## src/rtl/io_read_port_responder_pkg.sv

```systemverilog
// Shared constants and helpers for the I/O read-port responder and its
// write-side counterpart.
package io_read_port_responder_pkg;

    // Every port buffer is a fixed two-entry FIFO.
    localparam int unsigned FIFO_DEPTH = 2;
    localparam int unsigned COUNT_WIDTH = 2;

    localparam logic [COUNT_WIDTH-1:0] COUNT_EMPTY = 2'd0;
    localparam logic [COUNT_WIDTH-1:0] COUNT_FULL  = 2'd2;

    // Empty/full bit encoding seen by the pipeline.
    localparam logic EF_DATA  = 1'b1;
    localparam logic EF_EMPTY = 1'b0;

    // Widest request vector the priority helper handles.
    localparam int unsigned MAX_PORTS = 32;

    // Isolate the lowest set bit of a request vector (one-hot or zero result).
    function automatic logic [MAX_PORTS-1:0] lowest_set_onehot(
        input logic [MAX_PORTS-1:0] req
    );
        return req & (~req + {{(MAX_PORTS-1){1'b0}}, 1'b1});
    endfunction

endpackage

```

## src/rtl/io_read_port_responder_fifo2.sv

```systemverilog
// Two-entry FIFO buffering producer words for one read port.
module io_port_fifo2
    import io_read_port_responder_pkg::*;
#(
    parameter int unsigned WordWidth = 36
) (
    input  logic                   clk_i,
    input  logic                   rst_i,
    input  logic                   push_i,
    input  logic                   pop_i,
    input  logic [WordWidth-1:0]   data_i,
    output logic [WordWidth-1:0]   head_o,
    output logic [COUNT_WIDTH-1:0] count_o,
    output logic                   ready_o,
    output logic                   ef_o
);

    logic [WordWidth-1:0]   mem_q [FIFO_DEPTH];
    logic [WordWidth-1:0]   mem_d [FIFO_DEPTH];
    logic                   wr_ptr_q, wr_ptr_d;
    logic                   rd_ptr_q, rd_ptr_d;
    logic [COUNT_WIDTH-1:0] count_q, count_d;
    logic                   push_ok;
    logic                   pop_ok;

    // Handshake qualification and status outputs, all from registered state.
    always_comb begin
        ready_o = (count_q < COUNT_FULL) & ~rst_i;
        push_ok = push_i & ready_o;
        pop_ok  = pop_i & (count_q != COUNT_EMPTY);
        head_o  = mem_q[rd_ptr_q];
        count_o = count_q;
        ef_o    = (count_q != COUNT_EMPTY) ? EF_DATA : EF_EMPTY;
    end

    // Next-state for storage, wrap-around pointers and occupancy.
    always_comb begin
        mem_d    = mem_q;
        wr_ptr_d = wr_ptr_q;
        rd_ptr_d = rd_ptr_q;
        count_d  = count_q;
        if (push_ok) begin
            mem_d[wr_ptr_q] = data_i;
            wr_ptr_d        = ~wr_ptr_q;
        end
        if (pop_ok) begin
            rd_ptr_d = ~rd_ptr_q;
        end
        unique case ({push_ok, pop_ok})
            2'b10:   count_d = count_q + 2'd1;
            2'b01:   count_d = count_q - 2'd1;
            default: count_d = count_q;
        endcase
    end

    // Control state resets; stale storage is harmless since count gates it.
    always_ff @(posedge clk_i) begin
        if (rst_i) begin
            wr_ptr_q <= 1'b0;
            rd_ptr_q <= 1'b0;
            count_q  <= COUNT_EMPTY;
        end else begin
            wr_ptr_q <= wr_ptr_d;
            rd_ptr_q <= rd_ptr_d;
            count_q  <= count_d;
        end
    end

    // Storage registers, written only on an accepted push.
    always_ff @(posedge clk_i) begin
        mem_q <= mem_d;
    end

endmodule

```

## src/rtl/io_read_port_responder.sv

```systemverilog
// Peripheral endpoint of the CPU I/O read ports: per-port buffering, strobe
// priority select, registered read data and sticky error flags.
module io_read_port_responder #(
    parameter int unsigned WORD_WIDTH  = 36,
    parameter int unsigned PORT_COUNT  = 4,
    parameter int unsigned FIFO_DEPTH  = 2,
    parameter int unsigned COUNT_WIDTH = 2
) (
    input  logic                             clock,
    input  logic                             reset,
    input  logic [PORT_COUNT-1:0]            active,
    output logic [WORD_WIDTH-1:0]            cpu_data,
    output logic                             cpu_data_valid,
    output logic [PORT_COUNT-1:0]            cpu_ef,
    input  logic [PORT_COUNT*WORD_WIDTH-1:0] in_data,
    input  logic [PORT_COUNT-1:0]            in_valid,
    output logic [PORT_COUNT-1:0]            in_ready,
    output logic [PORT_COUNT-1:0]            underrun,
    output logic                             multi_hit
);
    import io_read_port_responder_pkg::*;

    // Buffer geometry is fixed; reject anything else at elaboration.
    if (FIFO_DEPTH != io_read_port_responder_pkg::FIFO_DEPTH) begin : g_bad_depth
        $error("io_read_port_responder: FIFO_DEPTH must be 2");
    end
    if (COUNT_WIDTH != io_read_port_responder_pkg::COUNT_WIDTH) begin : g_bad_count
        $error("io_read_port_responder: COUNT_WIDTH must be 2");
    end
    if (PORT_COUNT > MAX_PORTS || PORT_COUNT == 0) begin : g_bad_ports
        $error("io_read_port_responder: PORT_COUNT out of range");
    end

    logic [WORD_WIDTH-1:0]  port_head  [PORT_COUNT];
    logic [COUNT_WIDTH-1:0] port_count [PORT_COUNT];

    logic [MAX_PORTS-1:0]  active_ext;
    logic [MAX_PORTS-1:0]  served_ext;
    logic [PORT_COUNT-1:0] served;
    logic [PORT_COUNT-1:0] pop_en;
    logic [PORT_COUNT-1:0] empty_hit;

    logic [WORD_WIDTH-1:0] cpu_data_q, cpu_data_d;
    logic                  cpu_data_valid_q, cpu_data_valid_d;
    logic [PORT_COUNT-1:0] underrun_q, underrun_d;
    logic                  multi_hit_q, multi_hit_d;

    assign active_ext = MAX_PORTS'(active);
    assign served_ext = lowest_set_onehot(active_ext);
    assign served     = served_ext[PORT_COUNT-1:0];

    // Upper priority bits are always zero for a narrower strobe vector.
    if (PORT_COUNT < MAX_PORTS) begin : g_served_hi
        logic unused_served_hi;
        assign unused_served_hi = ^served_ext[MAX_PORTS-1:PORT_COUNT];
    end

    for (genvar g = 0; g < PORT_COUNT; g++) begin : g_port
        io_port_fifo2 #(
            .WordWidth (WORD_WIDTH)
        ) u_fifo (
            .clk_i   (clock),
            .rst_i   (reset),
            .push_i  (in_valid[g]),
            .pop_i   (pop_en[g]),
            .data_i  (in_data[g*WORD_WIDTH +: WORD_WIDTH]),
            .head_o  (port_head[g]),
            .count_o (port_count[g]),
            .ready_o (in_ready[g]),
            .ef_o    (cpu_ef[g])
        );
    end

    // Served port pops if it holds data, otherwise it records an underrun.
    always_comb begin
        pop_en    = '0;
        empty_hit = '0;
        for (int i = 0; i < PORT_COUNT; i++) begin
            if (served[i]) begin
                if (port_count[i] != COUNT_EMPTY) begin
                    pop_en[i] = 1'b1;
                end else begin
                    empty_hit[i] = 1'b1;
                end
            end
        end
    end

    // Next read word (one-hot mux of the popped head) and sticky flags.
    always_comb begin
        cpu_data_d = '0;
        for (int i = 0; i < PORT_COUNT; i++) begin
            if (pop_en[i]) begin
                cpu_data_d = cpu_data_d | port_head[i];
            end
        end
        cpu_data_valid_d = |pop_en;
        underrun_d       = underrun_q | empty_hit;
        // Any strobe bit beyond the served one means several were raised.
        multi_hit_d      = multi_hit_q | (|(active & ~served));
    end

    // Output register and sticky flags, cleared only by reset.
    always_ff @(posedge clock) begin
        if (reset) begin
            cpu_data_q       <= '0;
            cpu_data_valid_q <= 1'b0;
            underrun_q       <= '0;
            multi_hit_q      <= 1'b0;
        end else begin
            cpu_data_q       <= cpu_data_d;
            cpu_data_valid_q <= cpu_data_valid_d;
            underrun_q       <= underrun_d;
            multi_hit_q      <= multi_hit_d;
        end
    end

    assign cpu_data       = cpu_data_q;
    assign cpu_data_valid = cpu_data_valid_q;
    assign underrun       = underrun_q;
    assign multi_hit      = multi_hit_q;

endmodule

```

## config.mk

```make
export PLATFORM = sky130hd
export DESIGN_NAME = io_read_port_responder
export DESIGN_NICKNAME = d
export VERILOG_FILES = /design/src/rtl/io_read_port_responder_pkg.sv /design/src/rtl/io_read_port_responder_fifo2.sv /design/src/rtl/io_read_port_responder.sv
export SDC_FILE = /design/constraint.sdc
export NUM_CORES = 1
export LEC_CHECK = 0
export CORE_UTILIZATION = 45
export CTS_BUF_LIST = sky130_fd_sc_hd__clkbuf_8 sky130_fd_sc_hd__clkbuf_16
export DETAILED_ROUTE_END_ITERATION = 8
export PLACE_DENSITY = 0.73
export SETUP_SLACK_MARGIN = 0.02
export SYNTH_ARGS = -nofsm -noshare
export SYNTH_HDL_FRONTEND = slang
export SYNTH_SLANG_ARGS = --single-unit
```

## constraint.sdc

```tcl
create_clock -name clock -period 9.2 [get_ports clock]
set_input_delay 2.3 -clock clock [delete_from_list [all_inputs] [get_ports clock]]
set_output_delay 2.3 -clock clock [all_outputs]
set_load 0.01 [all_outputs]
```

==> impl_metrics.ini <==
[outcome]
run_status = complete, no violations

[timing]
whs_ps = 469.0
final-setup-viol-count = 0
max_freq_ghz = 0.1611
worst-slew-pin-transition_ps = 1263
maxSlewHeadroom_pct = 15.57
finalCriticalPeriod_ps = 6206
maxSlewViolCount = 0
finalClockSkew_ps = 14.47
setup_slack_ps = 2994
tns_ps = 0
grt_setup_unrepaired = false
endpoints_failing_hold = 0
fin_crit_sh_pct = 67.46

[power_and_ir_drop]
p_total_mw = 3.674
pwr-share-clk_pct = 36.7
vdd.ir_drop.worst_mv = 0.1061
power.switching_fraction_pct = 22.99
switching_power_mw = 0.8447
power_share_of_the_combinational_group_pct = 12.4
internal_power_mw = 2.829
leak_pwr_nw = 5.403
pwr-share-seq_pct = 50.9
cellPowerDensity_nw_per_um2 = 219.9

[floorplan]
placeableCoreArea_um2 = 28860
chipWidth_um = 173.8
floorplan.rows = 62
floorplan.io_pins = 204
floorplan.initialDensity_pct = 46.03
chipHeight_um = 173.8
die-area_um2 = 30210

[synthesis]
synthesis.yosys.warnings = 0
avgSynthCellArea_um2 = 16.83
syn_area_um2 = 13280
cell_count_after_synthesis = 789
synth_sequential_area_ratio_pct = 73.85
postSynthRegisterBits = 346
netlist-cell-type-count = 31
syn-num-nets = 947

[global_route]
grt-ovfl-total = 0
antenna_violations_before_repair = 0
grt_use_total_pct = 19.81
pin_count_of_the_biggest_net_entering_global_routing = 47
grt_pass1_wl_um = 44910
via_count_of_the_first_global_routing_pass = 7721

[placement]
place.gp.congestion = 0.7412
port_buffers = 203
cell_count_after_placement = 1323
post-place-ws_ps = 3017
dpl_cell_area_um2 = 15590
detailed_place_hpwl_um = 18210

[drt]
detailroute.via_count = 7518
per_cell_via_count_in_the_routed_design = 5.420
dr.first_iter.drc_count = 463
routed_wire_length_per_instance_um = 21.50
dr.pass1.iters = 4
antenna_violating_nets_post_route = 0
drt_drc_violations_left = 0
finalWirelength_um = 29820

[finish]
utilization_pct = 57.88
nets = 1135
areaGrowthSynthToFinish_pct = 25.75
postLayoutCellArea_um2 = 16700
final_cells = 1387
drive_above_1_share_pct = 22.53
antenna_cells = 0
layout.cells.most_common_list = 288 x sky130_fd_sc_hd__edfxtp_1, 202 x sky130_fd_sc_hd__clkdlybuf4s50_1, 144 x sky130_fd_sc_hd__mux2_2, 72 x sky130_fd_sc_hd__nand3_1, 54 x sky130_fd_sc_hd__dfxtp_1
layout.cells.most_common = sky130_fd_sc_hd__edfxtp_1

[clock_network]
cts_resized = 0
cts_tree = yes
cts-hold-fix-buffers = 0
numCtsBuffers = 36
ctsRootBufferMaster = sky130_fd_sc_hd__clkbuf_16
cts.reportedPaths.clkPinSlew_ps = 60
clock-sinks = 346
insertion_delay_ps = 510
post-cts-setup-buffers = 0
h-tree-depth = 2
clock_tree.buffer_depth = 3

[critical_path]
worstSetupPathType = input pin to primary output
cp-start-kind = input pin
crit_arrival_ps = 3910
worst-endpoint-required_ps = 6900
worstSetupEndpointType = primary output
path_max_fanout = 46
rrSetupSlack_ps = 6920

[flow_run]
cap_violations = 0

[hold_path]
hold_class = register to register
[state kept, by name (all words and copies together) (netlist names)]
register	count
g_port.u_fifo.wr_ptr_q	4
cpu_data_valid	1
g_port.u_fifo.rd_ptr_q	4
cpu_data	36
multi_hit	1
g_port.u_fifo.mem_q	288
underrun	4
g_port.u_fifo.count_o	8
[power by group through the flow]
stage	Clock, mW	Combinational (mW)	Sequential (mW)
3_3_place_gp	0	0.446	1.90
3_5_place_dp	0	0.454	1.90
6_report	1.35	0.454	1.87
2_1_floorplan	0	0.263	1.87
4_1_cts	1.37	0.459	1.87
5_1_grt	1.43	0.489	1.88
[area by class of cell]
cell class / count / area, um^2
tap: 384 / 480.5
clock inverter: 22 / 118.9
fill: 2242 / 12150
inverter: 5 / 18.77
timing repair buffer: 208 / 2064
sequential: 346 / 9814
multi-input combinational: 380 / 3212
clock buffer: 42 / 994.7
[worst max-delay path, cell delays in order]
cell and delay [ps]:
sky130_fd_sc_hd__buf_2 400, sky130_fd_sc_hd__buf_4 530, sky130_fd_sc_hd__nor2_1 110, sky130_fd_sc_hd__clkdlybuf4s50_1 510
[cells by family after synthesis]
group                      after synthesis  synth area share, %
DFF                                    346                73.85
adders and majority gates                4               0.3768
xor gates and xnor gates                13               0.8572
buffers and inverters                   63                2.298
and+or+nand+nor                        122                4.861
AOI/OAI and AO/OA                       97                5.548
muxes                                  144                12.21
[worst paths after layout]
path / from / to / cells past startpoint
setup / recovery: reset / in_ready[2] / 4
hold / removal: underrun[3]$_SDFF_PP0_ / underrun[3]$_SDFF_PP0_ / 2
setup reg to reg: g_port[1].u_fifo.count_o[1]$_SDFFE_PP0P_ / g_port[1].u_fifo.mem_q[57]$_DFFE_PP_ / 2
hold reg to reg: underrun[3]$_SDFF_PP0_ / underrun[3]$_SDFF_PP0_ / 2
[cell usage after synthesis]
cell type,n,area [um^2]
sky130_fd_sc_hd__edfxtp_1,288,8648
sky130_fd_sc_hd__mux2_2,144,1622
sky130_fd_sc_hd__nand3_1,72,360.4
sky130_fd_sc_hd__dfxtp_1,58,1161
sky130_fd_sc_hd__a32oi_1,36,315.3
sky130_fd_sc_hd__o211ai_1,36,270.3
sky130_fd_sc_hd__nor2_1,29,108.9
sky130_fd_sc_hd__buf_2,22,110.1
sky130_fd_sc_hd__clkbuf_1,22,82.58
sky130_fd_sc_hd__a21oi_1,12,60.06
sky130_fd_sc_hd__buf_4,9,67.56
sky130_fd_sc_hd__xor2_1,8,70.07
sky130_fd_sc_hd__o21ai_0,7,35.03
sky130_fd_sc_hd__or3_1,7,43.79
sky130_fd_sc_hd__or3b_2,5,43.79
sky130_fd_sc_hd__xnor2_1,5,43.79
sky130_fd_sc_hd__and3_1,4,25.02
sky130_fd_sc_hd__buf_1,4,15.01
sky130_fd_sc_hd__ha_1,4,50.05
sky130_fd_sc_hd__inv_1,4,15.01
sky130_fd_sc_hd__a211o_1,2,17.52
sky130_fd_sc_hd__o21ba_2,2,20.02
sky130_fd_sc_hd__and2b_1,1,7.510
sky130_fd_sc_hd__buf_6,1,11.26
sky130_fd_sc_hd__inv_2,1,3.750
sky130_fd_sc_hd__nand2b_1,1,6.260
sky130_fd_sc_hd__nor3b_2,1,12.51
sky130_fd_sc_hd__nor4b_4,1,23.77
sky130_fd_sc_hd__o21a_1,1,7.510
sky130_fd_sc_hd__o41a_1,1,11.26
sky130_fd_sc_hd__or4b_4,1,13.76
[per-layer routing]
metal  GRT usage, %  vias to the layer above  wire, um
met5              0                        -         0
met3          3.355                       39      1734
li1               -                     3468         -
met1          25.59                     3761     12470
met2          34.58                      250     15080
met4          5.044                        0       522
(Power assumes the default switching activity.)
